**src/rtl/if_fetch_unit.sv**
```systemverilog
// Instruction fetch front end: in-order imem req/gnt/rvalid, DEPTH-entry {pc,instr,fault} buffer to IF/ID.
// Response-to-instr_valid_o latency 1 cycle; holds the PC (fetch_stall_o) when buffer+outstanding is full.
module if_fetch_unit #(
    parameter int          DEPTH    = 2,
    parameter logic [31:0] RESET_PC = 32'h0000_0000
) (
    input  logic        clk,
    input  logic        reset,
    input  logic [31:0] pc_i,
    input  logic        flush_i,
    output logic [31:0] pre_pc_o,
    output logic        fetch_stall_o,
    output logic        imem_req_o,
    output logic [31:0] imem_addr_o,
    input  logic        imem_gnt_i,
    input  logic        imem_rvalid_i,
    input  logic [31:0] imem_rdata_i,
    output logic        instr_valid_o,
    input  logic        instr_ready_i,
    output logic [31:0] instr_o,
    output logic [31:0] instr_pc_o,
    output logic        instr_fault_o,
    output logic        proto_err_o
);
    localparam int AW = $clog2(DEPTH);
    localparam int CW = $clog2(DEPTH + 1);
    localparam logic [31:0] NOP = 32'h0000_0013;

    typedef enum logic [1:0] {S_IDLE, S_RUN, S_DRAIN} state_t;

    typedef struct packed {
        logic [31:0] pc;
        logic [31:0] instr;
        logic        fault;
    } entry_t;

    state_t          state_q;
    entry_t          fifo_q [DEPTH];
    logic [31:0]     pend_q [DEPTH];
    logic [AW-1:0]   wr_ptr_q, rd_ptr_q, pend_wr_q, pend_rd_q;
    logic [CW-1:0]   count_q, outst_q, discard_q;
    logic            proto_err_q;

    logic            room, aligned, run_ok, acc_mem, fault_push, accepted;
    logic            rv_ok, rv_drop, resp_push, push, pop;
    logic [CW-1:0]   outst_d, discard_left;
    entry_t          push_ent, head;

    assign room       = ({1'b0, count_q} + {1'b0, outst_q}) < (CW+1)'(DEPTH);
    assign aligned    = (pc_i[1:0] == 2'b00);
    assign run_ok     = (state_q == S_RUN) && !flush_i && room;
    assign imem_req_o = run_ok && aligned;
    assign acc_mem    = imem_req_o && imem_gnt_i;
    // Misaligned fault entries wait until older fetches have returned, so order is kept.
    assign fault_push = run_ok && !aligned && (outst_q == '0);
    assign accepted   = acc_mem || fault_push;

    assign rv_ok        = imem_rvalid_i && (outst_q != '0);
    assign rv_drop      = rv_ok && (discard_q != '0);
    assign resp_push    = rv_ok && !rv_drop;
    assign push         = resp_push || fault_push;
    assign pop          = instr_valid_o && instr_ready_i;
    assign outst_d      = outst_q + CW'(acc_mem) - CW'(rv_ok);
    assign discard_left = discard_q - CW'(rv_drop);

    assign push_ent = fault_push ? '{pc: pc_i, instr: NOP, fault: 1'b1}
                                 : '{pc: pend_q[pend_rd_q], instr: imem_rdata_i, fault: 1'b0};
    assign head     = fifo_q[rd_ptr_q];

    assign pre_pc_o      = pc_i + 32'd4;
    assign imem_addr_o   = pc_i;
    assign fetch_stall_o = !flush_i && !accepted;
    assign instr_valid_o = (count_q != '0);
    assign instr_o       = instr_valid_o ? head.instr : 32'h0;
    assign instr_pc_o    = instr_valid_o ? head.pc    : RESET_PC;
    assign instr_fault_o = instr_valid_o && head.fault;
    assign proto_err_o   = proto_err_q;

    always_ff @(posedge clk) begin
        if (push && !flush_i) begin
            fifo_q[wr_ptr_q] <= push_ent;
        end
        if (acc_mem) begin
            pend_q[pend_wr_q] <= pc_i;
        end
    end

    always_ff @(posedge clk) begin
        if (!reset) begin
            state_q     <= S_IDLE;
            wr_ptr_q    <= '0;
            rd_ptr_q    <= '0;
            pend_wr_q   <= '0;
            pend_rd_q   <= '0;
            count_q     <= '0;
            outst_q     <= '0;
            discard_q   <= '0;
            proto_err_q <= 1'b0;
        end else begin
            outst_q <= outst_d;
            if (acc_mem) pend_wr_q <= pend_wr_q + 1'b1;
            if (rv_ok)   pend_rd_q <= pend_rd_q + 1'b1;
            if (imem_rvalid_i && (outst_q == '0)) proto_err_q <= 1'b1;

            if (flush_i) begin
                count_q   <= '0;
                wr_ptr_q  <= '0;
                rd_ptr_q  <= '0;
                discard_q <= outst_d;
            end else begin
                if (push) wr_ptr_q <= wr_ptr_q + 1'b1;
                if (pop)  rd_ptr_q <= rd_ptr_q + 1'b1;
                count_q   <= count_q + CW'(push) - CW'(pop);
                discard_q <= discard_left;
            end

            case (state_q)
                S_IDLE:  state_q <= S_RUN;
                S_RUN:   if (flush_i && (outst_d != '0)) state_q <= S_DRAIN;
                S_DRAIN: begin
                    if (flush_i) state_q <= (outst_d != '0) ? S_DRAIN : S_RUN;
                    else if (discard_left == '0) state_q <= S_RUN;
                end
                default: state_q <= S_IDLE;
            endcase
        end
    end
endmodule

```
**config.mk**
```make
export PLATFORM = sky130hd
export DESIGN_NAME = if_fetch_unit
export DESIGN_NICKNAME = d
export VERILOG_FILES = /design/src/rtl/if_fetch_unit.sv
export SDC_FILE = /design/constraint.sdc
export NUM_CORES = 1
export LEC_CHECK = 0
export ABC_AREA = 1
export ABC_CLOCK_PERIOD_IN_PS = 7600
export CAP_MARGIN = 20
export CORE_AREA = 2 2 168 170
export DETAILED_ROUTE_END_ITERATION = 8
export DIE_AREA = 0 0 170 172
export MAX_ROUTING_LAYER = met4
export PLACE_DENSITY = 0.65
export SETUP_SLACK_MARGIN = 0.02
export SYNTH_ARGS = -nofsm -noshare
export SYNTH_HDL_FRONTEND = slang
export SYNTH_SLANG_ARGS = --single-unit
```
**constraint.sdc**
```tcl
create_clock -name clk -period 7.6 [get_ports clk]
set_input_delay 1.9 -clock clk [delete_from_list [all_inputs] [get_ports clk]]
set_output_delay 1.9 -clock clk [all_outputs]
set_load 0.1 [all_outputs]
```
==> impl_results.md, run 1 <==
- Slew Limit Fails: 0
- Final Hold Viols: 0
- Synth Instances: 932
- Routed Antenna Nets: 0
- CTS tree: yes
- Register area share after synthesis: 0.646
- FF+latch count, synth: 209
- Status: complete, no violations
- TritonCTS sink count: 209
- Worst IR Drop VDD: 0.125 mV
- DR vias: 6980
- Top-count cell post-synth: nand2_1
- Worst Setup End Kind: output pin
- RSZ-0062 raised after global routing: false
- CTS buffer count: 22
- Post-Route Utilization: 0.448
- Area growth from synthesis to layout: 29.7%
- Vias in the first global route: 6787
- Synth warn: 0
- Avg Inst Size Synth: 10.2 µm²
- Hold buffer count at cts: 0
- RePlAce Congestion: 0.929
- Clock Pin Slew Worst Setup and Hold Paths: 0.06 ns
- Setup CP Type: in2out
- Post-CTS Repair Setup Buffers: 0
- Post-Syn Area: 9490 µm²
- DR WL/cell: 16.6 µm
- Worst path bufs/invs: 3
- WP data required: 5.70 ns
- Static leakage: 4.67 nW
- IO Port Bufs: 202
- Routed wire length: 24300 µm
- Worst-Skew Late Latency: 0.50 ns
- CP arrival: 4.50 ns
- Post-synth top flop: edfxtp_1
- Crit-path slowest cell: clkdlybuf4s50_1
- Pwr Total: 0.00416 W
- Setup TNS: 0 ns
- Peak per-stage delay on the critical path: 1.13 ns
- Syn Nets: 1009
- Final worst setup slack: 1.20 ns
- Cell Chain, Critical Path: clkdlybuf4s50_1 -> inv_1 -> nor3_1 -> nand2_1 -> nor2_1 -> nand3b_1 -> nand2_1 -> clkdlybuf4s50_1
- Post-synth ARST share: 0
- Starting Density: 0.345
- Layout cell share with drive strength beyond 1: 0.0817
- # Max-Cap Violations: 0
- Row Count: 61
- Post-synth top area share: 0.614
- R2R Setup Slk: 4.22 ns
- Ant. Diodes: 0
- Number of remaining DRC errors: 0
- Dpl hpwl: 16000 µm
- Die Wd: 170 µm
- Largest net degree at the start of global routing: 90
- Kind of cell adding the most delay to the critical path: buffers and inverters
- CTS Root Cell: clkbuf_16
- Fmax: 156 MHz
- Slew HR: 0.272
- Final min period: 6.40 ns
- Antenna violations before repair: 0
- Core area: 27500 µm²
- Dpl ws: 1.22 ns
- Fill count: 2617
- CP Max Fanout: 7
- Starting DRT DRC Count: 405
- Slew @ Worst Pin: 1.09 ns
- EDFF count, synth: 194
- GRT Overall Usage: 0.170
- Netlist cell types: 32
- HP Class: reg2reg
- Pre-Repair DR Iteration Count: 4
- Die area: 29200 µm²
- First-pass GRT wire length: 37900 µm
- Max H-tree Level: 1
- Synth area leaders: edfxtp_1, nand2_1, a21oi_1
- GRT Residual Overflow: 0
- Skew final: 0.00966 ns
- Fin crit share: 0.842
- Number of I/O pins: 203
- Placed cells: 1420
- PwrDens: 338 nW/µm²
- Final layout net count: 1175
- Die Ht: 172 µm
- Non-filler cells, final: 1460
- Post-synth top area cell: edfxtp_1
- Area taken by flip-flops and latches: 6130 µm²
- Worst Setup Start Kind: input pin
- Vias per inst: 4.78
- Setup violations, final: 0
- Most common library cells after synthesis: nand2_1, edfxtp_1, a21oi_1
- Multi-input logic area: 2700 µm²
- CTS resizes: 0
- Max Root-Sink Buffers: 3
[cell type report]
type | instances | area share
Multi-Input combinational cell | 580 | 0.219
Timing Repair Buffer | 213 | 0.167
Clock buffer | 30 | 0.0489
Clock inverter | 10 | 0.00997
Tap cell | 346 | 0.0352
Sequential cell | 209 | 0.498
Inverter | 72 | 0.0220
[through the flow]
step / hold slack (ns) / instance area (µm²)
3_5_place_dp: 0.449 / 11600
2_1_floorplan: 0.425 / 9490
3_3_place_gp: 0.435 / 11600
4_1_cts: 0.458 / 12300
5_1_grt: 0.474 / 12300
6_report: 0.457 / 12300
[flip-flops by register name, summed over array words and instances, names as in the netlist, named ones only]
signal,count
pend_q,64
pend_rd_q,1
fifo_q,130
rd_ptr_q,1
wr_ptr_q,1
discard_q,2
proto_err_o,1
pend_wr_q,1
state_q,2
count_q,2
outst_q,2
[final timing paths]
| path | from | to | cells past startpoint |
|---|---|---|---|
| worst max-delay path | pc_i[13] | pre_pc_o[20] | 8 |
| worst min-delay path | pend_rd_q | register | 1 |
| worst max register to register | count_q[0] | fifo_q[1][13] | 11 |
| worst min register to register | pend_rd_q | register | 1 |
[cells in the final DEF, fill, tap and decap left out]
cell type	instances
edfxtp_1	194
nor2_1	68
nand3_4	1
nand3_2	1
nor3_2	4
inv_2	12
xor2_1	11
nor2_2	2
a31oi_1	30
a21oi_1	76
xnor2_1	9
nand4_1	3
and3_1	1
o21a_1	1
nand2_1	319
dfxtp_2	1
fa_1	1
clkinv_1	4
ha_1	6
nand3b_1	10
o22ai_1	3
o21ai_0	4
nand3_1	11
nor2_4	3
dfxtp_1	14
clkbuf_16	23
clkinv_2	2
inv_1	60
mux2i_1	1
clkinvlp_4	1
bufinv_16	3
clkdlybuf4s50_1	180
clkbuf_1	7
nor3b_1	1
or2_2	5
buf_4	33
nor3_1	9
[per-layer routing]
| layer | up-vias | part of all wire | global-route usage | wire length [µm] |
|---|---|---|---|---|
| li1 | 3423 | - | - | - |
| met1 | 3312 | 0.46 | 0.221 | 11200 |
| met2 | 216 | 0.46 | 0.278 | 11100 |
| met3 | 29 | 0.063 | 0.0350 | 1540 |
| met4 | 0 | 0.015 | 0.0386 | 360 |
| met5 | - | 0 | - | 0 |
[power breakdown]
part           switching (W)  total [W]  leakage, nW  internal [W]
Sequential         0.0000367    0.00150         1.88       0.00146
Clock               0.000423    0.00108        0.348      0.000655
Combinational        0.00123    0.00158         2.45      0.000348
Total                0.00169    0.00416         4.67       0.00247
[cells by family after synthesis]
| kind of cell | synth area share |
|---|---|
| XOR/XNOR | 0.0185 |
| multiplexers | 0.00105 |
| flip-flops | 0.646 |
| buffers and inverters | 0.0728 |
| AO/OA/AOI/OAI | 0.0647 |
| AND/OR/NAND/NOR | 0.187 |
| adder cells (fa/ha/maj) | 0.0100 |
(Power assumes the default switching activity.)
==> inputs of run 2 (changes only) <==
--- a/config.mk
+++ b/config.mk
@@ -6,13 +6,13 @@
 export NUM_CORES = 1
 export LEC_CHECK = 0
 export ABC_AREA = 1
-export ABC_CLOCK_PERIOD_IN_PS = 7600
+export ABC_CLOCK_PERIOD_IN_PS = 6400
 export CAP_MARGIN = 20
 export CORE_AREA = 2 2 168 170
 export DETAILED_ROUTE_END_ITERATION = 8
 export DIE_AREA = 0 0 170 172
 export MAX_ROUTING_LAYER = met4
-export PLACE_DENSITY = 0.65
+export PLACE_DENSITY = 0.63
 export SETUP_SLACK_MARGIN = 0.02
 export SYNTH_ARGS = -nofsm -noshare
 export SYNTH_HDL_FRONTEND = slang
==> constraint.sdc (replaced) <==
create_clock -name clk -period 6.4 [get_ports clk]
set_input_delay 1.6 -clock clk [delete_from_list [all_inputs] [get_ports clk]]
set_output_delay 1.6 -clock clk [all_outputs]
set_load 0.1 [all_outputs]
==> run 2 against run 1 <==
  * Die area unchanged
  * Via count down 0.11%
  * Sequential power is 19% higher
  * Cell area rose by 0.19%
  * Clock-buffer cell count unchanged
  * Sequential cell count is the same
  * Combinational power rose by 21%
  * Worst hold slack improved by 0.0041 ns
  * Largest power group unchanged
  * Critical path depth did not move
  * Power grew 19%
  * First-iteration DRC count increased by 11%
  * Highest routed layer unchanged
==> impl_results.md, run 2 (synthesis results as in run 1) <==
- Hold buffer count at cts: 0 (unchanged)
- DR WL/cell: 16.4 µm (was 16.6 µm)
- Vias in the first global route: 6797 (was 6787)
- Dpl hpwl: 15500 µm (was 16000 µm)
- DP Area: 11600 µm² (about the same)
- GRT Overall Usage: 0.165 (was 0.170)
- # Max-Cap Violations: 0 (unchanged)
- Routed wire length: 23900 µm (was 24300 µm)
- CP Max Fanout: 7 (unchanged)
- Biggest register: fifo_q (unchanged)
- Max reg flops: 130 (unchanged)
- Slew Limit Fails: 0 (unchanged)
- TritonCTS sink count: 209 (unchanged)
- Final Hold Viols: 0 (unchanged)
- Sequential power share: 0.360 (about the same)
- Finished Cell Area: 12300 µm² (about the same)
- Die area: 29200 µm² (unchanged)
- Pre-Repair DR Iteration Count: 5 (was 4)
- Final min period: 5.28 ns
- Slew HR: 0.255 (was 0.272)
- Worst-Skew Late Latency: 0.51 ns (was 0.50 ns)
- RePlAce Congestion: 0.917 (was 0.929)
- CTS buffer count: 23 (was 22)
- WP data required: 4.80 ns (was 5.70 ns)
- Worst IR Drop VDD: 0.181 mV (was 0.125 mV)
- Die Ht: 172 µm (unchanged)
- Slew @ Worst Pin: 1.11 ns (was 1.09 ns)
- Die Wd: 170 µm (unchanged)
- Status: complete, no violations (unchanged)
- Peak per-stage delay on the critical path: 0.69 ns (was 1.13 ns)
- Largest regs: fifo_q x130, pend_q x64 (unchanged)
- Dpl ws: 1.15 ns (was 1.22 ns)
- CTS Root Cell: clkbuf_16 (unchanged)
- Sw Pwr: 0.00205 W (was 0.00169 W)
- Largest net degree at the start of global routing: 90 (unchanged)
- RSZ-0062 raised after global routing: false (unchanged)
- DR vias: 6972 (was 6980)
- Setup CP Type: in2out (unchanged)
- Crit-path slowest cell: clkdlybuf4s50_1 (unchanged)
- Worst Setup End Kind: output pin (unchanged)
- Max Root-Sink Buffers: 3 (unchanged)
- P_int: 0.00290 W (was 0.00247 W)
- Fin crit share: 0.825
- Most frequent cells in the layout: nand2_1, edfxtp_1, clkdlybuf4s50_1 (unchanged)
- Fmax: 189 MHz
- Post-CTS Repair Setup Buffers: 0 (unchanged)
- Area growth from synthesis to layout: 29.9% (was 29.7%)
- Max H-tree Level: 1 (unchanged)
- CP arrival: 3.68 ns (was 4.50 ns)
- Antenna violations before repair: 0 (unchanged)
- Skew final: 0.00965 ns (was 0.00966 ns)
- Worst Setup Start Kind: input pin (unchanged)
- Core area: 27500 µm² (unchanged)
- Setup violations, final: 0 (unchanged)
- Number of remaining DRC errors: 0 (unchanged)
- Number of I/O pins: 203 (unchanged)
- Routed Antenna Nets: 0 (unchanged)
- Final worst setup slack: 1.12 ns (was 1.20 ns)
- Sw Share: 0.414 (was 0.407)
- CTS tree: yes (unchanged)
- Cell Chain, Critical Path: clkdlybuf4s50_1 -> ha_1 -> nand3_1 -> inv_1 -> nand2_1 -> nor2_1 -> xor2_1 -> buf_4 (was clkdlybuf4s50_1 -> inv_1 -> nor3_1 -> nand2_1 -> nor2_1 -> nand3b_1 -> nand2_1 -> clkdlybuf4s50_1)
- Clock Pin Slew Worst Setup and Hold Paths: 0.05 ns (was 0.06 ns)
- IO Port Bufs: 202 (unchanged)
- Clock share of power: 0.255 (was 0.259)
- Fill count: 2586 (was 2617)
- Starting Density: 0.345 (unchanged)
- Final layout net count: 1176 (was 1175)
- First-pass GRT wire length: 36700 µm (was 37900 µm)
- Static leakage: 4.71 nW (was 4.67 nW)
- Ant. Diodes: 0 (unchanged)
- Comb pwr share: 0.385 (was 0.381)
- Vias per inst: 4.77 (was 4.78)
- Commonest non-fill, non-tap cell in the layout: nand2_1 (unchanged)
- Post-Route Utilization: 0.449 (was 0.448)
- Layout cell share with drive strength beyond 1: 0.0968 (was 0.0817)
- Setup TNS: 0 ns (unchanged)
- HP Class: reg2reg (unchanged)
- Hold slack final: 0.462 ns (was 0.457 ns)
- PwrDens: 401 nW/µm² (was 338 nW/µm²)
- CTS resizes: 0 (unchanged)
- Starting DRT DRC Count: 450 (was 405)
- GRT Residual Overflow: 0 (unchanged)
- Row Count: 61 (unchanged)
## run 2: cell types whose count changed in the layout (fill, tap and decap cells not counted), sizes merged
cell           change
inv                +1
clkinv             +2
clkinvlp           +1
buf               +11
bufinv             -2
clkdlybuf4s50     -11
## run 2: final timing paths
check	depth (start not counted)	start	slack [ns]	endpoint
min reg2reg	1	rd_ptr_q	0.46	register
max reg2reg	11	count_q[0]	3.33	fifo_q[1][16]
min	1	rd_ptr_q	0.46	register
max	8	pc_i[2]	1.12	pre_pc_o[18]
## run 2: per-stage QoR
step / cells / total power (W)
finish: 1462 / 0.00495
detailed placement: 1419 / 0.00372
global placement: 1418 / 0.00369
CTS: 1461 / 0.00500
floorplan: 932 / 0.00323
global route: 1462 / 0.00517
## run 2: area by class of cell
type                    instances  area (µm²)  area share
inverters                      72         270      0.0219
clock inverters                12         103     0.00832
repair buffers                213        2070       0.168
multi-input cells             580        2710       0.220
flip-flops and latches        209        6130       0.497
well taps                     346         433      0.0351
clock buffers                  30         622      0.0504
## run 2: layer usage
layer / routed length (µm) / share of wire / global-route usage / up-vias
li1: - / - / - / 3426
met1: 10700 / 0.45 / 0.213 / 3251
met2: 11100 / 0.46 / 0.270 / 257
met3: 1630 / 0.068 / 0.0286 / 38
met4: 580 / 0.024 / 0.0472 / 0
met5: 0 / 0 / - / -
## run 2: worst max-delay path: cells and delay by family
kind          cells  cell delay [ns]
simple gates      3             0.46
buf+inv           3             1.14
xor+xnor          1             0.16
fa+ha+maj         1             0.32
## run 2: power by group through the flow
stage	Sequential (W)	Clock, W	Combinational [W]
finish	0.00178	0.00126	0.00191
global route	0.00179	0.00135	0.00203
CTS	0.00178	0.00130	0.00191
detailed placement	0.00181	0	0.00191
global placement	0.00180	0	0.00188
floorplan	0.00182	0	0.00141
